<file path="src/rtl/wave_ram_arbiter_if.sv">
// Bus bundle for wave_ram_arbiter: capture-side writes, display-side reads,
// the single-port RAM connection and the drop statistic.
interface wave_ram_arbiter_if;
    logic        wr_req;
    logic [8:0]  wr_addr;
    logic [7:0]  wr_data;
    logic        rd_req;
    logic [8:0]  rd_addr;
    logic        rd_ack;
    logic        rd_valid;
    logic [7:0]  rd_data;
    logic [8:0]  ram_addr;
    logic        ram_we;
    logic [7:0]  ram_wdata;
    logic [7:0]  ram_rdata;
    logic [15:0] drop_count;

    modport master (
        output wr_req, wr_addr, wr_data, rd_req, rd_addr, ram_rdata,
        input  rd_ack, rd_valid, rd_data, ram_addr, ram_we, ram_wdata, drop_count
    );

    modport slave (
        input  wr_req, wr_addr, wr_data, rd_req, rd_addr, ram_rdata,
        output rd_ack, rd_valid, rd_data, ram_addr, ram_we, ram_wdata, drop_count
    );
endinterface

</file>
<file path="src/rtl/wave_ram_arbiter.sv">
// Arbitrates a never-stalled capture write stream and a display read port onto one 512x8 RAM.
// Optional drop statistic enabled by macro WAVE_RAM_ARBITER_STATS_EN.
module wave_ram_arbiter #(
    parameter int MAX_WAIT = 4
) (
    input  logic              clk,
    input  logic              reset_n,
    wave_ram_arbiter_if.slave bus
);
    typedef enum logic [1:0] {
        SLOT_IDLE  = 2'd0,
        SLOT_WRITE = 2'd1,
        SLOT_READ  = 2'd2
    } slot_e;

    localparam logic [3:0] WAIT_LIMIT = 4'(MAX_WAIT);

    slot_e       slot_s;
    logic        rd_ack_s;
    logic [16:0] in_s;
    logic [16:0] fifo0_r, fifo1_r, fifo0_s, fifo1_s;
    logic [1:0]  fifo_cnt_r, fifo_cnt_s;
    logic [3:0]  wait_r, wait_s;
    logic [8:0]  ram_addr_r, ram_addr_s;
    logic        ram_we_r, ram_we_s;
    logic [7:0]  ram_wdata_r, ram_wdata_s;
    logic        rd_pend_r;
    logic        rd_valid_r;

    assign in_s     = {bus.wr_addr, bus.wr_data};
    assign rd_ack_s = (slot_s == SLOT_READ);

    // Slot choice: a starved read beats writes, writes beat ordinary reads.
    always_comb begin
        slot_s = SLOT_IDLE;
        if (bus.rd_req && (wait_r == WAIT_LIMIT)) begin
            slot_s = SLOT_READ;
        end else if ((fifo_cnt_r != 2'd0) || bus.wr_req) begin
            slot_s = SLOT_WRITE;
        end else if (bus.rd_req) begin
            slot_s = SLOT_READ;
        end else begin
            slot_s = SLOT_IDLE;
        end
    end

    // Next FIFO contents, RAM command and read-starvation counter.
    always_comb begin
        fifo0_s     = fifo0_r;
        fifo1_s     = fifo1_r;
        fifo_cnt_s  = fifo_cnt_r;
        ram_addr_s  = 9'd0;
        ram_we_s    = 1'b0;
        ram_wdata_s = 8'd0;
        case (slot_s)
            SLOT_WRITE: begin
                ram_we_s = 1'b1;
                if (fifo_cnt_r == 2'd0) begin
                    {ram_addr_s, ram_wdata_s} = in_s;
                end else begin
                    // Head leaves; entry 0 is always the oldest queued write.
                    {ram_addr_s, ram_wdata_s} = fifo0_r;
                    if (bus.wr_req) begin
                        if (fifo_cnt_r == 2'd1) begin
                            fifo0_s = in_s;
                        end else begin
                            fifo0_s = fifo1_r;
                            fifo1_s = in_s;
                        end
                    end else begin
                        fifo0_s    = fifo1_r;
                        fifo_cnt_s = fifo_cnt_r - 2'd1;
                    end
                end
            end
            SLOT_READ: begin
                ram_addr_s = bus.rd_addr;
                if (bus.wr_req) begin
                    if (fifo_cnt_r == 2'd0) begin
                        fifo0_s    = in_s;
                        fifo_cnt_s = 2'd1;
                    end else if (fifo_cnt_r == 2'd1) begin
                        fifo1_s    = in_s;
                        fifo_cnt_s = 2'd2;
                    end else begin
                        fifo_cnt_s = fifo_cnt_r;
                    end
                end else begin
                    fifo_cnt_s = fifo_cnt_r;
                end
            end
            default: begin
                ram_addr_s = 9'd0;
            end
        endcase

        wait_s = wait_r;
        if (!bus.rd_req || rd_ack_s) begin
            wait_s = 4'd0;
        end else if (wait_r == WAIT_LIMIT) begin
            wait_s = wait_r;
        end else begin
            wait_s = wait_r + 4'd1;
        end
    end

    // State, registered RAM controls and the two-stage read-return pipeline.
    always_ff @(posedge clk or negedge reset_n) begin
        if (!reset_n) begin
            fifo0_r     <= 17'd0;
            fifo1_r     <= 17'd0;
            fifo_cnt_r  <= 2'd0;
            wait_r      <= 4'd0;
            ram_addr_r  <= 9'd0;
            ram_we_r    <= 1'b0;
            ram_wdata_r <= 8'd0;
            rd_pend_r   <= 1'b0;
            rd_valid_r  <= 1'b0;
        end else begin
            fifo0_r     <= fifo0_s;
            fifo1_r     <= fifo1_s;
            fifo_cnt_r  <= fifo_cnt_s;
            wait_r      <= wait_s;
            ram_addr_r  <= ram_addr_s;
            ram_we_r    <= ram_we_s;
            ram_wdata_r <= ram_wdata_s;
            rd_pend_r   <= rd_ack_s;
            rd_valid_r  <= rd_pend_r;
        end
    end

    // rd_ack is combinational, so it is gated by reset to stay quiet while reset is held.
    assign bus.rd_ack    = rd_ack_s & reset_n;
    assign bus.rd_valid  = rd_valid_r;
    assign bus.rd_data   = rd_valid_r ? bus.ram_rdata : 8'd0;
    assign bus.ram_addr  = ram_addr_r;
    assign bus.ram_we    = ram_we_r;
    assign bus.ram_wdata = ram_wdata_r;

`ifdef WAVE_RAM_ARBITER_STATS_EN
    logic        drop_s;
    logic [15:0] drop_cnt_r;

    assign drop_s = (slot_s == SLOT_READ) && bus.wr_req && (fifo_cnt_r == 2'd2);

    // Saturating count of writes lost to a full queue during a read slot.
    always_ff @(posedge clk or negedge reset_n) begin
        if (!reset_n) begin
            drop_cnt_r <= 16'd0;
        end else if (drop_s && (drop_cnt_r != 16'hFFFF)) begin
            drop_cnt_r <= drop_cnt_r + 16'd1;
        end else begin
            drop_cnt_r <= drop_cnt_r;
        end
    end

    assign bus.drop_count = drop_cnt_r;
`else
    assign bus.drop_count = 16'd0;
`endif
endmodule

</file>
<file path="src/flat_wrapper.sv">
// flat-port wrapper written by rule: the top's interface ports become plain ports
module wave_ram_arbiter_flat 
#(
    parameter int MAX_WAIT = 4
)
  (clk, reset_n, bus_wr_req, bus_wr_addr, bus_wr_data, bus_rd_req, bus_rd_addr, bus_ram_rdata, bus_rd_ack, bus_rd_valid, bus_rd_data, bus_ram_addr, bus_ram_we, bus_ram_wdata, bus_drop_count);
  wave_ram_arbiter_if bus_i ();
  input  logic clk;
  input  logic reset_n;
  input wire logic [$bits(bus_i.wr_req)-1:0] bus_wr_req;
  input wire logic [$bits(bus_i.wr_addr)-1:0] bus_wr_addr;
  input wire logic [$bits(bus_i.wr_data)-1:0] bus_wr_data;
  input wire logic [$bits(bus_i.rd_req)-1:0] bus_rd_req;
  input wire logic [$bits(bus_i.rd_addr)-1:0] bus_rd_addr;
  input wire logic [$bits(bus_i.ram_rdata)-1:0] bus_ram_rdata;
  output wire logic [$bits(bus_i.rd_ack)-1:0] bus_rd_ack;
  output wire logic [$bits(bus_i.rd_valid)-1:0] bus_rd_valid;
  output wire logic [$bits(bus_i.rd_data)-1:0] bus_rd_data;
  output wire logic [$bits(bus_i.ram_addr)-1:0] bus_ram_addr;
  output wire logic [$bits(bus_i.ram_we)-1:0] bus_ram_we;
  output wire logic [$bits(bus_i.ram_wdata)-1:0] bus_ram_wdata;
  output wire logic [$bits(bus_i.drop_count)-1:0] bus_drop_count;
  assign bus_i.wr_req = bus_wr_req;
  assign bus_i.wr_addr = bus_wr_addr;
  assign bus_i.wr_data = bus_wr_data;
  assign bus_i.rd_req = bus_rd_req;
  assign bus_i.rd_addr = bus_rd_addr;
  assign bus_i.ram_rdata = bus_ram_rdata;
  assign bus_rd_ack = bus_i.rd_ack;
  assign bus_rd_valid = bus_i.rd_valid;
  assign bus_rd_data = bus_i.rd_data;
  assign bus_ram_addr = bus_i.ram_addr;
  assign bus_ram_we = bus_i.ram_we;
  assign bus_ram_wdata = bus_i.ram_wdata;
  assign bus_drop_count = bus_i.drop_count;
  wave_ram_arbiter #(.MAX_WAIT(MAX_WAIT)) u_core (.clk(clk), .reset_n(reset_n), .bus(bus_i));
endmodule
</file>
<file path="config.mk">
export PLATFORM = sky130hd
export DESIGN_NAME = wave_ram_arbiter_flat
export DESIGN_NICKNAME = d
export VERILOG_FILES = /design/src/rtl/wave_ram_arbiter_if.sv /design/src/rtl/wave_ram_arbiter.sv /design/src/flat_wrapper.sv
export SDC_FILE = /design/constraint.sdc
export NUM_CORES = 1
export LEC_CHECK = 0
export BUFFER_PORTS_ARGS = -buffer_cell sky130_fd_sc_hd__buf_2
export CAP_MARGIN = 20
export CORE_MARGIN = 5
export CORE_UTILIZATION = 30
export DETAILED_ROUTE_END_ITERATION = 10
export PLACE_DENSITY = 0.52
export SYNTH_ARGS = -nofsm -noshare
export SYNTH_HDL_FRONTEND = slang
export SYNTH_SLANG_ARGS = --single-unit
</file>
<file path="constraint.sdc">
create_clock -name clk -period 3.1 [get_ports clk]
set_input_delay 0.31 -clock clk [delete_from_list [all_inputs] [get_ports clk]]
set_output_delay 0.31 -clock clk [all_outputs]
set_load 0.05 [all_outputs]
</file>
==> results.ini, run 1 <==
[pwr]
static-leakage-power_nw=1.665
irDropWorstVdd_uv=430.9
power_density_nw_per_um2=1110

[worst_setup_path]
critPathLaunch=u_core.fifo_cnt_r[0]$_DFFE_PN0P_
worstReg2RegStart=u_core.wait_r[0]$_DFFE_PN0P_
reg2reg_depth=7
critPathLaunchType=register
worst-endpoint-arrival_ns=2.30
required_worst_endpoint_ns=2.79
criticalPathCategory=reg2out
worst_r2r_endpoint=u_core.fifo0_r[11]$_DFFE_PN0P_
endpoint=bus_rd_ack
timing.critical_path.fanout_max=10
worst-r2r-setup-slack_ns=0.79
worstSetupEndpointType=output pin

[sta]
final-max-slew-violation-count=0
fmax_mhz=383.2
maxSlewHeadroom=0.4415
grt_setup_unrepaired=false
setup_viol=0
totalNegativeSetupSlack_ns=0
final_cycle_share=0.8417
final_hold_viol_count=0
fin_skew_ns=0.009873
worst_slew_pin_slew_ns=0.8378
final.min_clock_period_ns=2.609

[place]
final_gp_congestion=0.6828
buffer_ports.inserted=65
placedCellCount=442
place_hpwl_um=4414
place_area_sq_um=3257

[layout]
final-seq-area_sq_um=1501
drive_gt1_frac=0.3374
layout-area-overhead-vs-synth_pct=19.07
fin_util=0.3693
nFillCells=955
final_cell_mix=sky130_fd_sc_hd__buf_2 (65), sky130_fd_sc_hd__dfrtp_1 (60), sky130_fd_sc_hd__nand2_1 (37)
layout.cells.non_filler=458
layout.cells.most_common=sky130_fd_sc_hd__buf_2
final_design_area_no_fill_sq_um=3445
num-nets-final=366
final_antenna_diode_count=0
area_of_the_multi_input_gates_sq_um=1209

[run_status]
status=finished clean

[logic_synthesis]
synth-xor-area-share=0.01168
ys_seq_elements=60
synth.cell_area_sq_um=2893
synth_compound_gate_area_share=0.09343
synth_top_family_by_area=multiplexers
synth_edf_count=0
post_synth.cell_area_avg_sq_um=11.21
synth_async_sr_flop_share=1.000
synth_simple_gate_area_frac=0.1289
synthMuxAreaShare=0.1458
ys_seq_area_frac=0.5190
synth_top_flop_cell=sky130_fd_sc_hd__dfrtp_1
synth.distinct_cells=34
synth_warnings=0
synth_adder_area_share=0.01730
synth_cells=258

[detailed_routing]
detail-route-antenna-nets=0
first_pass_iteration_count_of_the_detailed_router=4
totalWireLength_um=6563
vias=2021
drt_iter0_markers=56
drc_errors=0
route.detailed.vias_per_inst=4.413
wire_per_inst_um=14.33

[floorplanning]
design.portCount=82
core_area_sq_um=9328
fp.dieW_um=108.2
start_util=0.3101
design.die.area_sq_um=11710
fp-row-count=35
floorplan_die_height_um=108.2

[global_routing]
first_global_vias=2057
met3_track_demand_over_resource_in_global_routing=0.03343
grt_max_degree=61
grt_pass1_wl_um=10520
track_usage=0.1190
grt_overflow=0
busiest_layer=met2
grt_antenna_before_repair=0
grtUsageMet2=0.1883
gr-usage-met1=0.1490

[clock_tree]
cts_tree=yes
cts_setup_buffers=0
cts-buffers-inserted=9
insertion_delay_of_the_later_clocked_pin_in_the_worst_skew_pair_ns=0.35
clockBufferDepth=2
worst_setup_hold_path_clk_slew_ns=0.07
root_buffer=sky130_fd_sc_hd__clkbuf_8
cts.htree.levels=3
cts.hold.buffers_added=0
post_cts_resize_count=0
clock_sink_count=60

[flow_run]
maxCapViolations=0

[min_path]
hold_path_class=in2async

-- critical path: stages (launching register included) --
cell and delay [ns]:
sky130_fd_sc_hd__dfrtp_1 0.39, sky130_fd_sc_hd__inv_1 0.10, sky130_fd_sc_hd__ha_1 0.47, sky130_fd_sc_hd__nor2b_1 0.40, sky130_fd_sc_hd__o21a_1 0.22, sky130_fd_sc_hd__and2_1 0.12, sky130_fd_sc_hd__buf_2 0.25
-- where the power goes --
part / leakage [nW] / switching [mW] / total, mW / internal [mW]
Combinational: 0.854 / 1.18 / 1.83 / 0.650
Clock: 0.0982 / 0.314 / 0.665 / 0.351
Sequential: 0.713 / 0.158 / 1.33 / 1.17
-- cell families after synthesis --
logic type,after synthesis
buffers and inverters,36
multiplexers,35
adder cells (fa/ha/maj),4
AND/OR/NAND/NOR,84
flip-flops,60
other,1
AO/OA/AOI/OAI,35
XOR/XNOR,3
-- worst min path at each step --
stage | startpoint | endpoint | slack, ns | cells past startpoint
3_3_place_gp | u_core.rd_pend_r$_DFF_PN0_ | u_core.bus.rd_valid$_DFF_PN0_ | 0.33 | 0
5_1_grt | bus_rd_addr[3] | u_core.bus.ram_addr[3]$_DFF_PN0_ | 0.16 | 2
6_report | reset_n | u_core.wait_r[1]$_DFFE_PN0P_ | 0.14 | 2
2_1_floorplan | reset_n | u_core.bus.ram_addr[0]$_DFF_PN0_ | 0.01 | 0
4_1_cts | bus_rd_addr[2] | u_core.bus.ram_addr[2]$_DFF_PN0_ | 0.16 | 2
3_5_place_dp | u_core.rd_pend_r$_DFF_PN0_ | u_core.bus.rd_valid$_DFF_PN0_ | 0.34 | 0
-- Yosys cell counts, drive strengths merged (2+ instances only) --
cell type,n,area share
dfrtp,60,0.52
nand2,37,0.048
nor2,30,0.039
buf,28,0.072
mux2i,18,0.067
a31oi,17,0.037
mux2,17,0.079
and2,9,0.019
o2bb2ai,9,0.027
inv,6,0.0078
ha,4,0.017
a21oi,3,0.0052
and3,2,0.0052
clkbuf,2,0.0026
nand3,2,0.0078
o32ai,2,0.0061
xnor2,2,0.0087
-- per-layer routing --
layer	routed length, um	part of all wire	vias up
met4	116	0.018	0
met1	2933	0.45	972
met2	3047	0.46	62
met5	0	0	-
li1	-	-	977
met3	466	0.071	10
-- state kept, by name, summed over array words and instances (netlist names) --
name,flops
u_core.bus.ram_wdata,8
u_core.bus.rd_valid,1
u_core.fifo_cnt_r,2
u_core.bus.ram_addr,9
u_core.wait_r,4
u_core.fifo0_r,17
u_core.bus.ram_we,1
u_core.fifo1_r,17
u_core.rd_pend_r,1
-- cell type report --
class	count	area share
clock buffers	12	0.04795
flip-flops and latches	60	0.4359
well taps	129	0.04686
inverters	6	0.006538
multi-input cells	177	0.3509
clock inverters	4	0.006538
repair buffers	70	0.1053
-- metrics by stage --
stage	hold WS (ns)	setup slack (ns)	power, mW
after floorplan	0.01441	1.253	2.825
after global placement	0.3336	0.8439	3.168
after detailed placement	0.3355	0.7722	3.191
after CTS	0.1565	0.4383	3.878
after global routing	0.1610	0.3203	4.114
final	0.1353	0.4907	3.823
Power figures use the tool's default switching activity.
==> inputs of run 2 (changes only) <==
--- a/config.mk
+++ b/config.mk
@@ -10,7 +10,7 @@
 export CORE_MARGIN = 5
 export CORE_UTILIZATION = 30
 export DETAILED_ROUTE_END_ITERATION = 10
-export PLACE_DENSITY = 0.52
+export PLACE_DENSITY = 0.54
 export SYNTH_ARGS = -nofsm -noshare
 export SYNTH_HDL_FRONTEND = slang
 export SYNTH_SLANG_ARGS = --single-unit
==> constraint.sdc (replaced) <==
create_clock -name clk -period 2.2 [get_ports clk]
set_input_delay 0.22 -clock clk [delete_from_list [all_inputs] [get_ports clk]]
set_output_delay 0.22 -clock clk [all_outputs]
set_load 0.05 [all_outputs]
==> run 2 against run 1 <==
Effect of this change: design area rose by 1.5%; register-to-register slack got worse by 0.62 ns; clock skew rose by 0.0033 ns; core utilization increased by 0.55 points; critical endpoint unchanged; cell count increased by 0.44%.
==> results.ini, run 2 (synthesis gave the netlist of run 1 again) <==
[sta]
fin_skew_ns=0.01313
maxSlewHeadroom=0.4828
final-max-slew-violation-count=0
final.min_clock_period_ns=2.031
timing.hold.ws_ns=0.05765
grt_setup_unrepaired=false
totalNegativeSetupSlack_ns=0
final_hold_viol_count=0
fmax_mhz=492.3
worst_slew_pin_slew_ns=0.7758
setup_viol=0
final_cycle_share=0.9234

[detailed_routing]
first_pass_iteration_count_of_the_detailed_router=4
detail-route-antenna-nets=0
route.detailed.vias_per_inst=4.430
wire_per_inst_um=14.15
totalWireLength_um=6508
drc_errors=0
drt_iter0_markers=56
vias=2038

[floorplanning]
design.die.area_sq_um=11710
floorplan_die_height_um=108.2
start_util=0.3101
core_area_sq_um=9328
design.portCount=82
fp.dieW_um=108.2
fp-row-count=35

[global_routing]
grt_max_degree=61
gr-usage-met1=0.1505
grt_overflow=0
track_usage=0.1158
met3_track_demand_over_resource_in_global_routing=0.02866
busiest_layer=met2
first_global_vias=2037
grtUsageMet2=0.1816
grt_antenna_before_repair=0
grt_pass1_wl_um=10350

[layout]
final_cell_mix=sky130_fd_sc_hd__buf_2 (65), sky130_fd_sc_hd__dfrtp_1 (60), sky130_fd_sc_hd__nand2_1 (37)
layout-area-overhead-vs-synth_pct=20.85
final_antenna_diode_count=0
fin_util=0.3748
layout.cells.most_common=sky130_fd_sc_hd__buf_2
drive_gt1_frac=0.3353
final_design_area_no_fill_sq_um=3496
layout.cells.non_filler=460
nFillCells=946
num-nets-final=368

[pwr]
irDropWorstVdd_uv=559.3
static-leakage-power_nw=1.687
power_density_nw_per_um2=1589

[worst_setup_path]
worst-r2r-setup-slack_ns=0.17
criticalPathCategory=reg2out
worstReg2RegStart=u_core.wait_r[0]$_DFFE_PN0P_
worstSetupEndpointType=output pin
worst-endpoint-arrival_ns=1.81
timing.critical_path.fanout_max=4
worst_r2r_endpoint=u_core.wait_r[1]$_DFFE_PN0P_
reg2reg_depth=7
required_worst_endpoint_ns=1.98
critPathLaunchType=register

[clock_tree]
cts.htree.levels=3
cts.hold.buffers_added=0
worst_setup_hold_path_clk_slew_ns=0.07
clock_sink_count=60
root_buffer=sky130_fd_sc_hd__clkbuf_8
clockBufferDepth=2
cts_tree=yes
cts-buffers-inserted=9
insertion_delay_of_the_later_clocked_pin_in_the_worst_skew_pair_ns=0.34

[place]
placedCellCount=444
place_hpwl_um=4385
final_gp_congestion=0.7419
buffer_ports.inserted=65
place_area_sq_um=3284

[flow_run]
maxCapViolations=0

[run_status]
status=finished clean

[min_path]
hold_path_class=in2async

run 2: cell count changes in the layout (fill, tap and decap cells not counted), sizes merged:
cell / previous run / this run
buf: 70 / 72
bufinv: 0 / 2
clkinvlp: 1 / 0
clkinv: 3 / 2
run 2: per-layer routing:
layer,share of wire,up-vias
met5,0,-
met4,0.016,0
met3,0.065,10
met2,0.46,67
met1,0.46,976
li1,-,985
run 2: final cells by class:
class | instances | area [sq um] | area share
well taps | 129 | 161.4 | 0.04617
repair buffers | 72 | 390.4 | 0.1117
inverters | 6 | 22.52 | 0.006442
flip-flops and latches | 60 | 1501 | 0.4295
clock buffers | 12 | 135.1 | 0.03865
clock inverters | 4 | 73.82 | 0.02112
multi-input cells | 177 | 1211 | 0.3465
run 2: worst max path at each step:
stage,start,depth (start not counted),slack [ns],to
2_1_floorplan,u_core.wait_r[0]$_DFFE_PN0P_,8,0.38,u_core.fifo1_r[10]$_DFFE_PN0P_
3_3_place_gp,u_core.wait_r[0]$_DFFE_PN0P_,7,0.20,u_core.wait_r[1]$_DFFE_PN0P_
3_5_place_dp,u_core.wait_r[0]$_DFFE_PN0P_,7,0.17,u_core.wait_r[1]$_DFFE_PN0P_
4_1_cts,u_core.fifo_cnt_r[0]$_DFFE_PN0P_,6,0.02,bus_rd_ack
5_1_grt,u_core.fifo_cnt_r[0]$_DFFE_PN0P_,6,0.02,bus_rd_ack
6_report,u_core.fifo_cnt_r[0]$_DFFE_PN0P_,6,0.17,bus_rd_ack
run 2: critical path, cell delays in order (launching register included):
cell	delay, ns
sky130_fd_sc_hd__dfrtp_1	0.40
sky130_fd_sc_hd__inv_1	0.11
sky130_fd_sc_hd__ha_1	0.17
sky130_fd_sc_hd__nor2b_2	0.24
sky130_fd_sc_hd__o21a_1	0.18
sky130_fd_sc_hd__and2_1	0.12
sky130_fd_sc_hd__buf_2	0.25
run 2: power by group:
| group | internal [mW] | switching (mW) | leakage, nW | total, mW |
|---|---|---|---|---|
| Sequential | 1.65 | 0.228 | 0.713 | 1.87 |
| Combinational | 0.943 | 1.67 | 0.870 | 2.61 |
| Clock | 0.640 | 0.428 | 0.105 | 1.07 |
| Total | 3.23 | 2.33 | 1.69 | 5.55 |
run 2: per-stage QoR:
| step | power, mW | worst slack [ns] |
|---|---|---|
| after floorplan | 3.981 | 0.3763 |
| after global placement | 4.490 | 0.1993 |
| after detailed placement | 4.534 | 0.1686 |
| after CTS | 5.628 | 0.02157 |
| after global routing | 5.943 | 0.02117 |
| final | 5.554 | 0.1685 |
run 2: timing repair:
action                                  in CTS  in global routing
buffers inserted                             0                  0
gates resized for setup                      0                  1
endpoints found under the setup margin       0                  1
==> inputs of run 3 (changes only) <==
--- a/config.mk
+++ b/config.mk
@@ -8,9 +8,9 @@
 export BUFFER_PORTS_ARGS = -buffer_cell sky130_fd_sc_hd__buf_2
 export CAP_MARGIN = 20
 export CORE_MARGIN = 5
-export CORE_UTILIZATION = 30
+export CORE_UTILIZATION = 52
 export DETAILED_ROUTE_END_ITERATION = 10
-export PLACE_DENSITY = 0.54
+export PLACE_DENSITY = 0.81
 export SYNTH_ARGS = -nofsm -noshare
 export SYNTH_HDL_FRONTEND = slang
 export SYNTH_SLANG_ARGS = --single-unit
==> constraint.sdc (replaced) <==
create_clock -name clk -period 2.28 [get_ports clk]
set_input_delay 0.228 -clock clk [delete_from_list [all_inputs] [get_ports clk]]
set_output_delay 0.228 -clock clk [all_outputs]
set_load 0.05 [all_outputs]
==> run 3 against run 2 <==
Effect of this change: cell count down 12%; largest power group unchanged; sequential share of layout area grew 1.4 points; sequential power decreased by 3%; highest routed layer unchanged; clock power is 20% lower; setup slack better by 0.039 ns; critical path type unchanged; register-to-register slack better by 0.08 ns.
==> results.ini, run 3 (synthesis gave the netlist of run 1 again) <==
[clock_tree]
cts.hold.buffers_added=0
clockBufferDepth=2
cts-buffers-inserted=9
worst_setup_hold_path_clk_slew_ns=0.07
insertion_delay_of_the_later_clocked_pin_in_the_worst_skew_pair_ns=0.34
cts_tree=yes
clock_sink_count=60
cts.htree.levels=3
root_buffer=sky130_fd_sc_hd__clkbuf_8
cts_setup_buffers=0
post_cts_resize_count=0

[detailed_routing]
routed-wl-met3_um=401
vias=2069
maxUsedRoutingLayer=met4
drt_iter0_markers=121
routedLengthMet1_um=2693
totalWireLength_um=6210
first_pass_iteration_count_of_the_detailed_router=5
wire_per_inst_um=15.41
drc_errors=0
detail-route-antenna-nets=0
route.detailed.vias_per_inst=5.134
total_length_of_routed_met2_wires_um=3021

[worst_setup_path]
critPathLaunch=u_core.fifo_cnt_r[0]$_DFFE_PN0P_
required_worst_endpoint_ns=2.05
crit_path_cell_trace=inv_1 -> ha_1 -> nor2b_2 -> o21a_1 -> and2_1 -> buf_2
reg2reg_depth=7
worstSetupEndpointType=output pin
crit_slowest_cell=sky130_fd_sc_hd__dfrtp_1
endpoint=bus_rd_ack
criticalPathCategory=reg2out
worstReg2RegStart=u_core.wait_r[0]$_DFFE_PN0P_
worst_r2r_endpoint=u_core.wait_r[1]$_DFFE_PN0P_
worst-r2r-setup-slack_ns=0.25
critPathLaunchType=register
cp_slowest_stage_delay_ns=0.40
worst-endpoint-arrival_ns=1.84
timing.critical_path.fanout_max=4

[pwr]
power_density_nw_per_um2=1537
static-leakage-power_nw=1.668
irDropWorstVdd_uv=746.1

[sta]
fmax_mhz=482.5
final_cycle_share=0.9090
final-max-slew-violation-count=0
maxSlewHeadroom=0.5021
final_hold_viol_count=0
setup_viol=0
timing.hold.ws_ns=0.09033
grt_setup_unrepaired=false
fin_skew_ns=0.008320
final.min_clock_period_ns=2.073
totalNegativeSetupSlack_ns=0
worst_slew_pin_slew_ns=0.7468

[layout]
nFillCells=458
final_antenna_diode_count=0
layout-area-overhead-vs-synth_pct=17.08
layout.cells.most_common=sky130_fd_sc_hd__buf_2
num-nets-final=369
final_cell_mix=sky130_fd_sc_hd__buf_2 (65), sky130_fd_sc_hd__dfrtp_1 (60), sky130_fd_sc_hd__nand2_1 (37)
drive_gt1_frac=0.3444

[global_routing]
grt_max_degree=61
grt_pass1_wl_um=10060
first_global_vias=2043
track_usage=0.1785
grt_overflow=0
grt_antenna_before_repair=0

[place]
final_gp_congestion=0.7940
buffer_ports.inserted=65
place_hpwl_um=4193

[floorplanning]
design.die.area_sq_um=7155
fp.dieW_um=84.59
design.portCount=82
core_area_sq_um=5473
floorplan_die_height_um=84.59
fp-row-count=27
start_util=0.5286

[run_status]
status=finished clean

[flow_run]
maxCapViolations=0

[min_path]
hold_path_class=in2async

==> run 3: per-stage QoR <==
stage / utilization / instances / instance area (sq um) / power, mW / worst slack [ns]
floorplan: - / 273 / 2949 / 3.841 / 0.4563
global placement: 0.5862 / 388 / 3208 / 4.274 / 0.3098
detailed placement: 0.5862 / 388 / 3208 / 4.356 / 0.2625
CTS: 0.6184 / 403 / 3385 / 5.231 / 0.1006
global route: 0.6189 / 403 / 3387 / 5.531 / 0.08061
finish: 0.6189 / 403 / 3387 / 5.207 / 0.2075
==> run 3: power breakdown <==
group	internal, mW	switching, mW	total [mW]
sequential	1.59	0.232	1.82
clock	0.443	0.417	0.860
combinational	0.900	1.63	2.53
==> run 3: worst min path at each step <==
stage	slack, ns	start	cells past startpoint	end
floorplan	-0.07	reset_n	0	u_core.bus.ram_addr[0]$_DFF_PN0_
global placement	0.33	u_core.rd_pend_r$_DFF_PN0_	0	u_core.bus.rd_valid$_DFF_PN0_
detailed placement	0.34	u_core.rd_pend_r$_DFF_PN0_	0	u_core.bus.rd_valid$_DFF_PN0_
CTS	0.1	bus_rd_addr[4]	2	u_core.bus.ram_addr[4]$_DFF_PN0_
global route	0.1	bus_rd_addr[6]	2	u_core.bus.ram_addr[6]$_DFF_PN0_
finish	0.09	reset_n	2	u_core.bus.ram_wdata[0]$_DFF_PN0_
==> run 3: critical path: cells and delay by family (launching register included) <==
| family | cells | cell delay, ns |
|---|---|---|
| AOI/OAI and AO/OA | 1 | 0.17 |
| adders and majority gates | 1 | 0.17 |
| buffers and inverters | 2 | 0.37 |
| DFF | 1 | 0.40 |
| and+or+nand+nor | 2 | 0.39 |
==> run 3: final cells by class <==
class,count,area (sq um),share of cell area
clock buffers,11,151.4,0.04470
clock inverters,4,25.02,0.007388
inverters,6,22.52,0.006649
multi-input cells,177,1211,0.3576
flip-flops and latches,60,1501,0.4433
well taps,72,90.09,0.02660
repair buffers,73,385.4,0.1138
==> run 3: layer usage <==
layer | up-vias | track usage
li1 | 982 | -
met4 | 0 | 0.06331
met2 | 64 | 0.2840
met1 | 1013 | 0.2296
met5 | - | 0
met3 | 10 | 0.05692
